===== config.mk =====
export PLATFORM = sky130hd
export DESIGN_NAME = dpll_fll_ctrl
export DESIGN_NICKNAME = d
export VERILOG_FILES = /design/src/rtl/dpll_fll_ctrl.sv
export SDC_FILE = /design/constraint.sdc
export NUM_CORES = 1
export LEC_CHECK = 0
export CORE_MARGIN = 2
export CORE_UTILIZATION = 45
export CTS_BUF_LIST = sky130_fd_sc_hd__clkbuf_4 sky130_fd_sc_hd__clkbuf_8 sky130_fd_sc_hd__clkbuf_16
export CTS_CLUSTER_SIZE = 10
export DETAILED_ROUTE_END_ITERATION = 8
export GPL_TIMING_DRIVEN = 0
export PLACE_DENSITY = 0.76
export SKIP_LAST_GASP = 1
export SLEW_MARGIN = 20
export SYNTH_ARGS = -nofsm -noshare
export SYNTH_HDL_FRONTEND = slang
export SYNTH_SLANG_ARGS = --single-unit

===== constraint.sdc =====
create_clock -name clock -period 2.42 [get_ports clock]
set_input_delay 0.484 -clock clock [delete_from_list [all_inputs] [get_ports clock]]
set_output_delay 0.484 -clock clock [all_outputs]
set_load 0.02 [all_outputs]

===== src/rtl/dpll_fll_ctrl.sv =====
`timescale 1ns / 1ps
// Frequency-locked-loop trim controller for the DPLL DCO, clocked by the DCO feedback clock.
// Optional fast acquisition (step of 4 while unlocked and far off) under DPLL_FLL_FAST_ACQ_EN.
module dpll_fll_ctrl #(
    parameter int unsigned TRIM_W   = 26,
    parameter int unsigned DIV_W    = 5,
    parameter int unsigned WIN_LOG2 = 0,
    parameter int unsigned DEADBAND = 1,
    parameter int unsigned LOCK_CNT = 8
) (
    input  logic                    clock,
    input  logic                    resetb,
    input  logic                    enable,
    input  logic                    osc,
    input  logic [DIV_W-1:0]        div,
    input  logic                    dco,
    input  logic [TRIM_W-1:0]       ext_trim,
    output logic [TRIM_W-1:0]       trim,
    output logic                    locked,
    output logic [DIV_W+WIN_LOG2:0] count_out
);
    localparam int unsigned CW = DIV_W + WIN_LOG2 + 1;
    localparam int unsigned LW = $clog2(TRIM_W + 1);
    localparam int unsigned BW = (WIN_LOG2 > 0) ? WIN_LOG2 : 1;
    localparam int unsigned IW = (LOCK_CNT > 0) ? $clog2(LOCK_CNT + 1) : 1;
    localparam int unsigned XW = LW + 3;

    function automatic logic [TRIM_W-1:0] therm(input logic [LW-1:0] lvl);
        logic [TRIM_W-1:0] t;
        for (int i = 0; i < int'(TRIM_W); i++) begin
            t[i] = (i < int'(lvl));
        end
        return t;
    endfunction

    localparam logic [LW-1:0]     LVL_RST  = LW'(TRIM_W / 2);
    localparam logic [TRIM_W-1:0] TRIM_RST = therm(LVL_RST);
    localparam logic [BW-1:0]     WIN_LAST = BW'((1 << WIN_LOG2) - 1);
    localparam logic signed [CW:0] DB      = (CW + 1)'(DEADBAND);
    localparam logic [IW-1:0]     IB_FULL  = IW'(LOCK_CNT);

    logic [2:0]        sync_q;
    logic [BW-1:0]     bnd_q, bnd_d;
    logic [CW-1:0]     m_q, m_d;
    logic              started_q, started_d;
    logic [CW-1:0]     count_q, count_d;
    logic [LW-1:0]     level_q, level_d;
    logic [TRIM_W-1:0] trim_q, trim_d;
    logic [IW-1:0]     ib_q, ib_d;
    logic              locked_q, locked_d;

    logic              pulse, closure, run, eval;
    logic [DIV_W-1:0]  div_eff;
    logic [CW-1:0]     target;
    logic signed [CW:0] err;
    logic              up, dn;
    logic [2:0]        step;
    logic [XW-1:0]     lvl_ext, step_ext, lvl_sum, lvl_up, lvl_dn;

    assign pulse   = sync_q[1] & ~sync_q[2];
    assign closure = pulse && (bnd_q == WIN_LAST);
    assign run     = enable && !dco;
    assign eval    = run && closure && started_q;

    assign div_eff = (div == '0) ? DIV_W'(1) : div;
    assign target  = CW'(div_eff) << WIN_LOG2;
    assign err     = $signed({1'b0, m_q}) - $signed({1'b0, target});
    assign up      = err > DB;
    assign dn      = err < -DB;

`ifdef DPLL_FLL_FAST_ACQ_EN
    localparam logic signed [CW:0] FAST_TH = (CW + 1)'(4 * (DEADBAND + 1));
    assign step = (!locked_q && (err > FAST_TH || err < -FAST_TH)) ? 3'd4 : 3'd1;
`else
    assign step = 3'd1;
`endif

    assign lvl_ext  = XW'(level_q);
    assign step_ext = XW'(step);
    assign lvl_sum  = lvl_ext + step_ext;
    assign lvl_up   = (lvl_sum > XW'(TRIM_W)) ? XW'(TRIM_W) : lvl_sum;
    assign lvl_dn   = (lvl_ext < step_ext) ? '0 : lvl_ext - step_ext;

    always_comb begin
        bnd_d     = bnd_q;
        m_d       = m_q;
        started_d = started_q;
        count_d   = count_q;
        level_d   = level_q;
        ib_d      = ib_q;
        if (!run) begin
            // Disabled or bypassed: restart measurement so the next closure only opens a window.
            bnd_d     = '0;
            m_d       = '0;
            started_d = 1'b0;
            ib_d      = '0;
            if (dco) begin
                level_d = LVL_RST;
            end
        end else begin
            if (pulse) begin
                bnd_d = closure ? '0 : bnd_q + 1'b1;
            end
            if (closure) begin
                m_d       = CW'(1);
                started_d = 1'b1;
            end else if (m_q != '1) begin
                m_d = m_q + 1'b1;
            end
            if (eval) begin
                count_d = m_q;
                if (up) begin
                    level_d = LW'(lvl_up);
                end else if (dn) begin
                    level_d = LW'(lvl_dn);
                end
                if (up || dn) begin
                    ib_d = '0;
                end else if (ib_q != IB_FULL) begin
                    ib_d = ib_q + 1'b1;
                end
            end
        end
        trim_d   = dco ? ext_trim : therm(level_q);
        locked_d = (ib_d == IB_FULL);
    end

    always_ff @(posedge clock or negedge resetb) begin
        if (!resetb) begin
            sync_q    <= '0;
            bnd_q     <= '0;
            m_q       <= '0;
            started_q <= 1'b0;
            count_q   <= '0;
            level_q   <= LVL_RST;
            trim_q    <= TRIM_RST;
            ib_q      <= '0;
            locked_q  <= 1'b0;
        end else begin
            sync_q    <= {sync_q[1:0], osc};
            bnd_q     <= bnd_d;
            m_q       <= m_d;
            started_q <= started_d;
            count_q   <= count_d;
            level_q   <= level_d;
            trim_q    <= trim_d;
            ib_q      <= ib_d;
            locked_q  <= locked_d;
        end
    end

    assign trim      = trim_q;
    assign locked    = locked_q;
    assign count_out = count_q;

endmodule


### Word level (Yosys, flattened, before mapping)

Index checks and enable logic that the tools add are counted.

| storage, ports and cells | value |
|---|---|
| flip-flop bits (word level) | 53 |
| input bits | 36 |
| output and inout bits | 33 |
| logic and storage cells | 87 |

| cells by class | value |
|---|---|
| $add $sub $neg | 6 |
| order comparisons | 30 |
| equality and inequality tests | 8 |
| muxes and demuxes | 21 |
| bitwise logic cells | 3 |
| reductions and logical operators | 10 |

Operators with widths:

| kind | count |
|---|---|
| 5-bit < comparator, first input constant | 10 |
| 4-bit by 5-bit < comparator with 1-bit output, first input constant | 8 |
| 5-bit two-way mux | 8 |
| 26-bit two-way mux | 1 |
| 3-bit by 5-bit < comparator with 1-bit output, first input constant | 4 |
| 6-bit two-way mux | 3 |
| 4-bit two-way mux | 4 |
| 1-bit by 5-bit < comparator with 1-bit output, first input constant | 2 |
| 2-bit by 5-bit < comparator with 1-bit output, first input constant | 2 |
| 7-bit by 2-bit > comparator with 1-bit output, second input constant | 1 |
| 7-bit by 1-bit < comparator with 1-bit output, second input constant | 1 |
| 6-bit by 5-bit subtractor with 7-bit output | 1 |
| 5-bit by 1-bit adder with 6-bit output, second input constant | 1 |
| 6-bit by 1-bit adder with 6-bit output, second input constant | 1 |
| 6-bit by 5-bit > comparator with 1-bit output, second input constant | 1 |
| 6-bit != test, second input constant | 1 |
| 5-bit zero test | 1 |
| 5-bit by 1-bit < comparator with 1-bit output, second input constant | 1 |
| 1-bit two-way mux | 5 |
| 5-bit by 1-bit subtractor with 5-bit output, second input constant | 1 |
| 4-bit by 1-bit adder with 4-bit output, second input constant | 1 |
| 4-bit equality test, second input constant | 1 |
| 1-bit logical AND | 4 |
| 2-bit != test, second input constant | 2 |
| 12 further kinds | 13 |

### Longest topological paths before layout

| depth | value |
|---|---|
| depth in word-level cells | 9 |
| mapped depth | 11 |
| mapped depth without buffers | 11 |

### Worst setup path after synthesis

No wires, ideal clock.

| timing | value |
|---|---|
| kind | input-to-reg |
| start point | in div[3] |
| end point | reg level_q[2] |
| setup time | 0.083 ns |
| arrival time | 2.822 ns |
| required time | 2.337 ns |
| path slack | -0.485 ns |
| stages on the path | 11 |
| path buffers | 0 |
| cell sequence | inv_1 > a41o_1 > ha_1 > fa_1 > nand2b_1 > a21oi_1 > xnor2_1 > or4_4 > o311ai_2 > o21ai_0 > a221o_1 |

| between the ends | value |
|---|---|
| longest elaborated chain between the ends | 7 |
| elaborated cells between the ends (all ways) | 10 |
| those cells by class | add/sub: 1; order compare: 2; eq/ne: 1; mux: 4; reduce/logical: 2 |

RTL lines:

| item | line | source |
|---|---|---|
| start: declaration | 15 | `input logic [DIV_W-1:0] div,` |
| 5-bit zero test | 65 | `assign div_eff = (div == '0) ? DIV_W'(1) : div;` |
| 5-bit two-way mux * | 65 |  |
| 6-bit by 5-bit subtractor with 7-bit output * | 67 | `assign err = $signed({1'b0, m_q}) - $signed({1'b0, target});` |
| 7-bit by 2-bit > comparator with 1-bit output | 68 | `assign up = err > DB;` |
| 5-bit two-way mux | 112 | `if (up) begin` |
| 5-bit two-way mux | 110 | `if (eval) begin` |
| 5-bit two-way mux | 91 | `if (!run) begin` |
| end signal: assignment | 145 | `level_q <= level_d;` |
| end: declaration | 47 | `logic [LW-1:0] level_q, level_d;` |

Every way passes the cells marked *; elsewhere a longest branch is shown, timed or not. The select of a mux whose other input is x is not followed.
A chain may end at the register's enable or synchronous reset.

### Worst setup path in the final report

| timing | value |
|---|---|
| start point | in div[4] |
| end point | reg level_q[3] |

The elaborated chain is that of the path after synthesis.

==> flow_summary.ini <==
[worst_hold_path]
min_path_type = input port to async pin

[power_and_ir_drop]
seq_power_share_pct = 48.1
p_leak_nw = 1.69
p_sw_share_pct = 25.5
p_sw_w = 0.000507
powerDensity_nw_per_um2 = 496
vdd_drop_max_uv = 266
power_frac_clock_pct = 31.6
comb_power_share_pct = 20.3
p_int_w = 0.00148

[layout]
stdcell_count = 476
drive_above_1_share_pct = 18.3
diodes = 0
final_cell_mix = 61 x clkdlybuf4s50_1, 37 x nand2_1, 35 x dfrtp_1, 27 x nor2_1, 22 x o21ai_0
final_common_cell = clkdlybuf4s50_1
area_growth_pct = 36.9
utilization_pct = 63.5
finalNetCount = 447

[yosys]
synth-compound-area-share_pct = 18.7
synth_top_area_cell = dfrtp_1
synth_top_family_by_area = simple AND/OR/NAND/NOR gates
synthAdderAreaFrac_pct = 5.81
syn_avg_cell_area_um2 = 9.26
synth.yosys.warnings = 0
ys.flop_type = dfrtp_1
synth.ff_latch_count = 53
yosysSeqAreaShare_pct = 46.0
synthArstFlopShare_pct = 100
synth_xor_area_share_pct = 2.09
synth_nets = 365
yosysUniqueCellTypes = 52
yosys.area.top_type_share_pct = 31.6
synth-edff-count = 0
yosys.area_share.simple_pct = 20.0
synthMuxAreaShare_pct = 2.95
synth_area_um2 = 2930
synth_cells = 316
synth_area_leaders = dfrtp_1 32%, dfstp_2 14%, ha_1 5.1%

[routing]
vias_per_cell = 5.42
post_drt_wl_per_cell_um = 15.1
wirelength_mm = 7.17
vias = 2580
first_pass_iters = 5
drtIter0Drc = 184
ant_nets = 0
drc = 0

[clock_tree]
clockBufferDepth = 2
cts_root_buffer = clkbuf_8
worstSkewPairLatency_ps = 300
cts_htree_levels = 2
clock_sinks = 53
cts_made_buffers = 5
cts_tree = done
path_clk_slew_ps = 90

[placed_design]
hpwl_mm = 5.35
numPortBuffers = 67
dp_slack_ps = -1260
gp_congestion = 0.912
dp_cells = 460

[worst_setup_path]
cp_cell_sequence = buf_8 > inv_8 > a41o_1 > ha_2 > fa_2 > nand2b_4 > a21oi_4 > xnor2_2 > or4_4 > o31a_4 > buf_6 > mux2i_1 > mux2i_1
rrSetupSlack_ps = -270
crit_type = input port to flop
critPathSlowestCell = or4_4
worstSetupEndpointType = flop
start_kind = input port
cp_data_arrival_time_ps = 2930
worst_path_largest_cell_delay_ps = 580
cp_top_family = simple AND/OR/NAND/NOR gates
required_ps = 2640
crit_buf_inv = 3
critPathMaxFanout = 6
cpMostUsedCell = mux2i_1

[die]
die_h_um = 84.6
die_w_um = 84.6
initial_core_util_pct = 46.4
ios = 69
rows = 29
dieArea_um2 = 7160
core_area_um2 = 6310

[timing]
tns_ps = -1920
max_slew_margin_pct = 56.9
worstMarginPinSlew_ps = 647
skew_ps = 7.73
setup_viol = 10
rsz0062_at_grt = yes
slew_viol_final = 0
fmax_ghz = 0.369
min_period_ps = 2710
hold_viol = 0
min_period_over_period_pct = 112
finalWorstSetupSlack_ps = -290

[grt]
grt_pass1_wl_mm = 12.3
grt_pass1_vias = 2567
gr-total-overflow = 0
grt_max_degree = 54
track_usage_pct = 21.0
antenna_found_initial = 0

[run]
cap_viol_max_count = 0

[status]
violations = negative setup slack
outcome = finished, violations left
sequential cells by signal, summed over array words and instances, names as in the netlist:
name / cells
bnd_q: 1
count_out: 6
ib_q: 4
level_q: 5
locked: 1
m_q: 6
started_q: 1
sync_q: 3
trim: 26
logic make-up after synthesis:
family	Yosys count
DFF	53
and+or+nand+nor	119
xor gates and xnor gates	7
muxes	8
buffers and inverters	34
adders and majority gates	13
AOI/OAI and AO/OA	82
power groups by stage:
| stage | Clock (W) | Combinational, W | Sequential, W |
|---|---|---|---|
| 4_1_cts | 0.000642 | 0.000400 | 0.000956 |
| 5_1_grt | 0.000671 | 0.000440 | 0.000962 |
| 3_5_place_dp | 0 | 0.000384 | 0.000974 |
| 2_1_floorplan | 0 | 0.000149 | 0.00102 |
| 3_3_place_gp | 0 | 0.000379 | 0.000972 |
| 6_report | 0.000629 | 0.000403 | 0.000956 |
worst paths after layout:
path	start	to	cells after the start
max	div[4]	level_q[3]$_DFFE_PN1P_	13
min	resetb	count_out[0]$_DFFE_PN0P_	1
max reg2reg	level_q[0]$_DFFE_PN1P_	level_q[2]$_DFFE_PN1P_	8
min reg2reg	sync_q[0]$_DFF_PN0_	sync_q[1]$_DFF_PN0_	0
max in group asynchronous	resetb	m_q[3]$_DFFE_PN0P_	1
min in group clock	sync_q[0]$_DFF_PN0_	sync_q[1]$_DFF_PN0_	0
through the flow:
step | hold slack (ps) | instance area, um^2 | power, W
2_1_floorplan | 188 | 2980 | 0.00117
3_3_place_gp | 334 | 3740 | 0.00135
3_5_place_dp | 350 | 3740 | 0.00136
4_1_cts | 230 | 3960 | 0.00200
5_1_grt | 265 | 4010 | 0.00207
6_report | 205 | 4010 | 0.00199
synthesized netlist by cell type (4+ instances only):
cell and number:
dfrtp_1 37, nand2_1 37, nor2_1 27, o21ai_0 23, dfstp_2 16, inv_1 16, a21oi_1 15, clkbuf_1 14
ha_1 12, a31oi_1 9, nand2b_1 9, nand3_1 8, nor3_1 8, nor2b_1 7, and2_1 5, mux2_2 5
o31ai_1 5, xnor2_1 5, a21o_1 4
per-layer routing:
layer,GRT usage (%),vias to the layer above,wire [um]
met5,0,-,0
met4,5.05,0,60
met3,4.13,5,446
met2,35.7,88,3640
met1,27.8,1223,3030
li1,-,1264,-
layout make-up:
type                            instances  area, um^2
Clock buffer                            7        90.1
Sequential cell                        53        1350
Inverter                               16        67.6
Buffer                                 18        71.3
Timing Repair Buffer                   75         729
Fill cell                             545        2310
Multi-Input combinational cell        229        1570
Clock inverter                          1        30.0
Tap cell                               77        96.3
repair_timing:
| item | in CTS | in global routing |
|---|---|---|
| hold buffers | 0 | 0 |
| gates resized for setup | 34 | 5 |
| pin swaps | 9 | 5 |
| buffers inserted | 6 | 2 |
| endpoints found under the setup margin | 10 | 10 |
Note: power is estimated with default switching activity, not from simulation.
